### src/rtl/uart_tx_arbiter.sv
// uart_tx_arbiter: round-robin, frame-atomic sharing of one byte UART
// between two requesters. Optional forced release: UART_ARB_TIMEOUT_EN.
module uart_tx_arbiter #(
    parameter int TIMEOUT_CYCLES = 4800
) (
    input  logic       clk_48mhz,
    input  logic       reset_n,
    input  logic       req0_valid,
    input  logic [7:0] req0_data,
    input  logic       req0_last,
    output logic       req0_ready,
    input  logic       req1_valid,
    input  logic [7:0] req1_data,
    input  logic       req1_last,
    output logic       req1_ready,
    output logic [7:0] tx_data,
    output logic       tx_start,
    input  logic       tx_busy,
    output logic [1:0] grant,
    output logic       timeout
);

    typedef enum logic [1:0] {
        IDLE,
        LOAD,
        START,
        DRAIN
    } state_t;

    state_t     state;
    state_t     state_nxt;
    logic [1:0] grant_nxt;
    // 1 means requester 1 won last, so requester 0 has priority
    logic       last_winner;
    logic       last_winner_nxt;
    logic       last_q;
    logic       owner_valid;
    logic [7:0] owner_data;
    logic       owner_last;
    logic       accept;
    logic       force_release;

    assign owner_valid = (grant[0] & req0_valid) | (grant[1] & req1_valid);
    assign owner_data  = grant[1] ? req1_data : req0_data;
    assign owner_last  = grant[1] ? req1_last : req0_last;
    assign accept      = (state == LOAD) && owner_valid && !tx_busy;

    // state, ownership and the byte/last latch handed to the transmitter
    always_ff @(posedge clk_48mhz or negedge reset_n) begin
        if (!reset_n) begin
            state       <= IDLE;
            grant       <= 2'b00;
            last_winner <= 1'b1;
            tx_data     <= 8'h00;
            last_q      <= 1'b0;
        end else begin
            state       <= state_nxt;
            grant       <= grant_nxt;
            last_winner <= last_winner_nxt;
            if (accept) begin
                tx_data <= owner_data;
                last_q  <= owner_last;
            end
        end
    end

    // next state, arbitration and handshake outputs
    always_comb begin
        state_nxt       = state;
        grant_nxt       = grant;
        last_winner_nxt = last_winner;
        req0_ready      = 1'b0;
        req1_ready      = 1'b0;
        tx_start        = 1'b0;
        unique case (state)
            IDLE: begin
                if (req0_valid || req1_valid) begin
                    if (req0_valid && req1_valid) begin
                        grant_nxt = last_winner ? 2'b01 : 2'b10;
                    end else begin
                        grant_nxt = req0_valid ? 2'b01 : 2'b10;
                    end
                    state_nxt = LOAD;
                end
            end
            LOAD: begin
                req0_ready = grant[0] && !tx_busy;
                req1_ready = grant[1] && !tx_busy;
                if (accept) begin
                    state_nxt = START;
                    if (owner_last) begin
                        last_winner_nxt = grant[1];
                    end
                end else if (force_release) begin
                    state_nxt       = IDLE;
                    grant_nxt       = 2'b00;
                    last_winner_nxt = grant[1];
                end
            end
            START: begin
                tx_start  = 1'b1;
                state_nxt = DRAIN;
            end
            DRAIN: begin
                if (!tx_busy) begin
                    if (last_q) begin
                        state_nxt = IDLE;
                        grant_nxt = 2'b00;
                    end else begin
                        state_nxt = LOAD;
                    end
                end
            end
            default: begin
                state_nxt = IDLE;
            end
        endcase
    end

`ifdef UART_ARB_TIMEOUT_EN
    localparam int CW = $clog2(TIMEOUT_CYCLES + 1);

    logic [CW-1:0] idle_cnt;

    assign force_release = (state == LOAD) && !owner_valid &&
                           (idle_cnt == CW'(TIMEOUT_CYCLES - 1));

    // counts consecutive LOAD cycles in which the owner has nothing to send
    always_ff @(posedge clk_48mhz or negedge reset_n) begin
        if (!reset_n) begin
            idle_cnt <= '0;
        end else if (state != LOAD || owner_valid || force_release) begin
            idle_cnt <= '0;
        end else begin
            idle_cnt <= idle_cnt + CW'(1);
        end
    end

    // single-cycle pulse coinciding with the grant dropping to 00
    always_ff @(posedge clk_48mhz or negedge reset_n) begin
        if (!reset_n) begin
            timeout <= 1'b0;
        end else begin
            timeout <= force_release;
        end
    end
`else
    logic unused_timeout_cfg;

    assign unused_timeout_cfg = (TIMEOUT_CYCLES != 0);
    assign force_release      = 1'b0;
    assign timeout            = 1'b0;
`endif

endmodule

### config.mk
export PLATFORM = sky130hd
export DESIGN_NAME = uart_tx_arbiter
export DESIGN_NICKNAME = d
export VERILOG_FILES = /design/src/rtl/uart_tx_arbiter.sv
export SDC_FILE = /design/constraint.sdc
export NUM_CORES = 1
export LEC_CHECK = 0
export ABC_CLOCK_PERIOD_IN_PS = 1500
export BUFFER_PORTS_ARGS = -buffer_cell sky130_fd_sc_hd__buf_4
export CAP_MARGIN = 5
export CORE_MARGIN = 2
export CORE_UTILIZATION = 40
export DETAILED_ROUTE_END_ITERATION = 8
export PLACE_DENSITY = 0.72
export SLEW_MARGIN = 20
export SYNTH_ARGS = -nofsm -noshare
export SYNTH_HDL_FRONTEND = slang
export SYNTH_SLANG_ARGS = --single-unit
### constraint.sdc
create_clock -name clk_48mhz -period 1.5 [get_ports clk_48mhz]
set_input_delay 0.075 -clock clk_48mhz [delete_from_list [all_inputs] [get_ports clk_48mhz]]
set_output_delay 0.075 -clock clk_48mhz [all_outputs]
set_load 0.02 [all_outputs]
==> metrics.yaml, run 1 <==
status:
  status: "finished, violations left"
  violations: "negative setup slack"
timing:
  setup_slack_ps: -64.5
  finalCritPeriodShare_pct: 104
  finClkSkew_ps: 0.772
  maxSlewViolCount: 0
  setup_viol: 5
  fmax_mhz: 639
  hold_viol_final: 0
  period_minus_slack_ps: 1560
  fin_setup_tns_ps: -239
  rsz0062_at_grt: "true"
floorplanning:
  io_pins: 37
  coreArea_um2: 1980
  die_w_um: 50.0
  start_util_pct: 42.7
  dieArea_um2: 2500
  rows: 16
  die-height_um: 50.0
clock_tree:
  clockBufferDepth: 2
  root_buffer: "clkbuf_4"
  cts.sinks: 14
  cts_tree: "yes"
  clk_latency_ps: 280
  htreeDepth: 1
  clkTransAtPathRegs_ps: 80
  cts_inserted_buffers: 3
setup_path:
  endpoint_kind: "flip-flop"
  worstPathArrival_ps: 1740
  r2r_cells: 5
  cp_max_fo: 4
  r2r_setup_slack_ps: -60
  critPathLaunchType: "flip-flop"
  r2r_end: "grant[0]$_DFFE_PN0P_"
  r2r_start: "state[0]$_DFFE_PN0P_"
  path_class: "reg2reg"
  crit_required_ps: 1680
routing:
  wl_per_cell_um: 13.4
  drt-total-wl_um: 2150
  viasPerCell: 4.88
  ant_nets: 0
  first_pass_iters: 4
  vias: 781
  drc: 0
  drt_iter0_markers: 7
min_path:
  hp-class: "in2reg"
  holdCritStartpoint: "req0_data[1]"
  hold-path-cell-count: 3
  hold_end: "tx_data[1]$_DFFE_PN0P_"
grt:
  antenna_found_initial: 0
  grt_pass1_vias: 819
  grt.overflow.total: 0
  grt_max_degree: 15
  grt_pass1_wl_um: 3490
  grt_usage_pct: 18.4
cells_and_area:
  seq_area_um2: 353
  fin_area_um2: 1360
  nets: 162
  postLayoutCoreUtil_pct: 68.6
  n_fill_cell: 154
  areaGrowthSynthToFinish_pct: 60.8
  multi_input_area_um2: 508
  n_antenna_cell: 0
  drive_above_1_share_pct: 54.9
place:
  hpwlAfterDp_um: 1520
  gp_congestion: 0.754
  io_buffers: 35
  dp_slack_ps: -113
  placed_area_um2: 1200
yosys:
  avgSynthCellArea_um2: 10.3
  syn_inst: 82
  synth_enable_flop_cells: 0
  synth_ff_type: "dfrtp_1"
  syn_nets: 110
  ys_ff_latch: 14
  ys_seq_area_share_pct: 41.6
  synthTopCellsByArea: "dfrtp_1, a21oi_1, mux2i_1, ha_1, dfstp_2"
  async_flop_share_pct: 100
  syn_area_um2: 846
  synth_top_cell_by_area: "dfrtp_1"
  synth.most_common_cell: "a21oi_1"
  synth_largest_type_area_fraction_pct: 38.5
  synth.distinct_cells: 28
  synth-warning-count: 0
  netlist_top_cells_count: "a21oi_1, dfrtp_1, mux2i_1, ha_1"
power_and_ir_drop:
  p_per_area_nw_per_um2: 2040
  vdd_drop_max_mv: 1.20
  p_leak_nw: 0.671
job:
  drv_cap: 0
==> where the power goes <==
part / leakage (nW) / internal (mW) / switching (mW) / total, mW
Sequential: 0.158 / 0.566 / 0.141 / 0.707
Combinational: 0.492 / 0.945 / 0.842 / 1.79
Clock: 0.0210 / 0.148 / 0.127 / 0.275
Total: 0.671 / 1.66 / 1.11 / 2.77
==> worst max-delay path, stage by stage (launching register included) <==
cell and delay (ps):
dfrtp_2 430, inv_2 50, ha_2 180, nor3b_4 160, a211oi_2 300, mux2_4 330
==> layout make-up <==
cell class,instances,share of cell area (%)
Inverter,3,0.828
Tap cell,27,2.48
Timing Repair Buffer,53,30.7
Clock buffer,4,2.67
Sequential cell,14,25.9
Multi-Input combinational cell,59,37.4
==> state kept, by name, indices dropped and copies added (netlist names) <==
signal	cells
state	2
last_q	1
tx_data	8
grant	2
last_winner	1
==> cells in the final DEF, fill, tap and decap left out, drive strengths merged <==
cell / instances
and3b: 1
ha: 5
o21a: 1
conb: 1
nor2: 3
a22o: 1
nor3: 1
a2111oi: 1
clkbuf: 4
a31oi: 1
a21oi: 19
mux2: 3
dfstp: 1
nor2b: 2
dfrtp: 13
nand2b: 2
buf: 51
and2: 3
dlygate4sd3: 2
a211oi: 2
nor3b: 1
mux2i: 9
a22oi: 1
a2bb2oi: 1
inv: 3
a311oi: 1
==> stage by stage <==
| stage | hold WS, ps | power [mW] | std cells |
|---|---|---|---|
| after floorplan | -221 | 1.64 | 82 |
| after global placement | -65.8 | 2.17 | 149 |
| after detailed placement | -65.7 | 2.22 | 149 |
| after CTS | 78.0 | 2.68 | 159 |
| after global routing | 92.9 | 2.96 | 160 |
| final | 83.2 | 2.77 | 160 |
==> how the worst max path moves through the flow <==
stage	startpoint	to	slack [ps]	cells past startpoint
after floorplan	state[0]$_DFFE_PN0P_	state[1]$_DFFE_PN0P_	-40	4
after global placement	state[1]$_DFFE_PN0P_	state[1]$_DFFE_PN0P_	-40	5
after detailed placement	state[1]$_DFFE_PN0P_	state[1]$_DFFE_PN0P_	-110	5
after CTS	state[0]$_DFFE_PN0P_	state[1]$_DFFE_PN0P_	-40	5
after global routing	state[0]$_DFFE_PN0P_	grant[1]$_DFFE_PN0P_	-130	5
final	state[0]$_DFFE_PN0P_	grant[0]$_DFFE_PN0P_	-60	5
==> layer usage <==
layer	wire (um)	GRT usage, %
met2	1080	31.6
met3	111	2.42
met5	0	0
met1	934	23.2
met4	26	6.94
==> logic make-up (layout without fill, tap and decap cells) <==
group,after synthesis,in the layout,share of synthesized area (%)
AOI/OAI and AO/OA,28,28,20.4
adders and majority gates,5,5,7.40
buffers and inverters,9,60,6.51
DFF,14,14,41.6
muxes,12,12,14.6
other,1,1,0.443
and+or+nand+nor,13,13,9.02
==> timing repair <==
item | in CTS | in global routing
pin swaps | 3 | 2
gates resized for setup | 13 | 7
hold endpoints to repair | 15 | 0
setup buffers | 4 | 1
cloned | 0 | 0
hold buffers | 2 | 0
endpoints found under the setup margin | 7 | 7
No activity file was read; power rests on OpenSTA's default activity.
==> run 2, diff against run 1 <==
Settings changed: BUFFER_PORTS_ARGS -buffer_cell sky130_fd_sc_hd__buf_4 to not set, DONT_BUFFER_PORTS set to 1, PLACE_DENSITY 0.72 to not set.
==> run 2 against run 1 <==
  * The run still ends with negative setup slack left
  * Combinational power is 9% lower
  * Register-to-register slack better by 20 ps
  * Critical path type unchanged
  * Count of clock-buffer cells in the layout unchanged
  * Largest power group unchanged
  * Largest cell class unchanged
  * Sequential share of layout area up 4.2 points
  * Fmax grew 1.0%
  * Via count shrank 7.7%
  * Critical path depth rose by 1
==> metrics.yaml, run 2 (synthesized netlist as in run 1, its figures left out) <==
status:
  status: "finished, violations left"
  violations: "negative setup slack"
cells_and_area:
  n_fill_cell: 173
  nets: 131
  multi_input_area_um2: 558
  seq_area_um2: 353
  layout_commonest_cell: "a21oi_1"
  largest-register: "tx_data"
  areaGrowthSynthToFinish_pct: 38.3
  largest_reg_flops: 8
  n_antenna_cell: 0
  drive_above_1_share_pct: 42.2
  postLayoutCoreUtil_pct: 59.0
  top_regs: "tx_data: 8 flops, grant: 2 flops, state: 2 flops"
  layout_common_cells: "a21oi_1, buf_4, dfrtp_1, mux2i_1, buf_6"
timing:
  setup_viol: 6
  holdWs_ps: 13.3
  rsz0062_at_grt: "true"
  finalCritPeriodShare_pct: 103
  finClkSkew_ps: 2.06
  fmax_mhz: 646
  hold_viol_final: 0
  setup_slack_ps: -48.4
  worstMarginPinSlew_ps: 603
  period_minus_slack_ps: 1550
  maxSlewViolCount: 0
  relSlewSlack_pct: 59.7
setup_path:
  path_class: "reg2reg"
  r2r_start: "state[1]$_DFFE_PN0P_"
  r2r_end: "grant[0]$_DFFE_PN0P_"
  r2r_setup_slack_ps: -50
  cp-startpoint: "state[1]$_DFFE_PN0P_"
  worstPathArrival_ps: 1710
  cp_max_fo: 3
  r2r_cells: 6
  crit_path_end: "grant[0]$_DFFE_PN0P_"
  critPathLaunchType: "flip-flop"
  crit_required_ps: 1660
  endpoint_kind: "flip-flop"
clock_tree:
  htreeDepth: 1
  clk_latency_ps: 270
  clkTransAtPathRegs_ps: 80
  cts_tree: "yes"
  cts.sinks: 14
  clockBufferDepth: 2
  root_buffer: "clkbuf_4"
  cts_inserted_buffers: 3
floorplanning:
  die-height_um: 50.0
  rows: 16
  io_pins: 37
  coreArea_um2: 1980
  dieArea_um2: 2500
  start_util_pct: 42.7
  die_w_um: 50.0
grt:
  grt.overflow.total: 0
  antenna_found_initial: 0
  grt_max_degree: 15
  grt_pass1_wl_um: 3640
  grt_pass1_vias: 778
  grt_usage_pct: 19.0
place:
  io_buffers: 0
  dp_slack_ps: -127
  hpwlAfterDp_um: 1380
  gp_congestion: 0.680
power_and_ir_drop:
  p_per_area_nw_per_um2: 2300
  pwr-share-seq_pct: 31.8
  p_leak_nw: 0.523
  netSwitchingFraction_pct: 43.1
  p_total_mw: 2.69
  p_int_mw: 1.53
  vdd_drop_max_mv: 1.31
  p_sw_mw: 1.16
  p_clk_share_pct: 8.0
  pwr-share-comb_pct: 60.1
routing:
  drt-total-wl_um: 2190
  drc: 0
  wl_per_cell_um: 16.9
  drt_iter0_markers: 6
  ant_nets: 0
  vias: 721
  viasPerCell: 5.59
  first_pass_iters: 4
job:
  drv_cap: 0
min_path:
  hp-class: "in2reg"
run 2: cell types whose count changed in the layout (fill, tap and decap cells not counted), sizes merged:
cell,delta
buf,-32
dlygate4sd3,+1
run 2: area by class of cell:
| type | instances | area share (%) |
|---|---|---|
| multi-input cells | 59 | 47.7 |
| clock buffers | 4 | 2.25 |
| well taps | 27 | 2.89 |
| inverters | 3 | 0.963 |
| flip-flops and latches | 14 | 30.2 |
| repair buffers | 22 | 16.0 |
run 2: worst max-delay path: stages, from the launching register on:
cell,delay (ps)
dfrtp_1,420
inv_2,120
ha_4,160
buf_6,100
nor2_4,30
a211oi_4,270
mux2_4,330
run 2: what timing repair did:
item,CTS,global route
pin swaps,7,3
gates cloned,0,0
gates resized for setup,22,7
hold buffers,3,0
setup buffers,5,2
setup endpoints to repair,6,15
hold endpoints to repair,15,0
run 2: layer usage:
metal	vias up	track usage, %	share of wire, %
met5	-	0	0
met4	0	5.56	1.1
met3	4	3.64	5.8
met2	23	34.9	54
met1	361	22.0	39
li1	333	-	-
run 2: worst min-delay path by stage:
stage	startpoint	end	slack [ps]	depth (start not counted)
2_1_floorplan	reset_n	grant[0]$_DFFE_PN0P_	-220	0
3_3_place_gp	reset_n	tx_data[0]$_DFFE_PN0P_	-220	0
3_5_place_dp	reset_n	tx_data[2]$_DFFE_PN0P_	-220	0
4_1_cts	req0_data[7]	tx_data[7]$_DFFE_PN0P_	2	2
5_1_grt	req0_data[7]	tx_data[7]$_DFFE_PN0P_	30	2
6_report	req0_data[7]	tx_data[7]$_DFFE_PN0P_	10	2
run 2: through the flow:
stage	setup TNS [ps]	instances	cell area, um2
2_1_floorplan	-37.4	82	862
3_3_place_gp	-160	116	948
3_5_place_dp	-434	116	948
4_1_cts	-210	128	1130
5_1_grt	-558	129	1170
6_report	-171	129	1170
run 2: power groups by stage:
stage	sequential (mW)	clock, mW	combinational, mW
floorplan	0.842	0	0.801
global placement	0.841	0	1.08
detailed placement	0.847	0	1.12
CTS	0.846	0.230	1.48
global route	0.885	0.239	1.76
finish	0.858	0.216	1.62
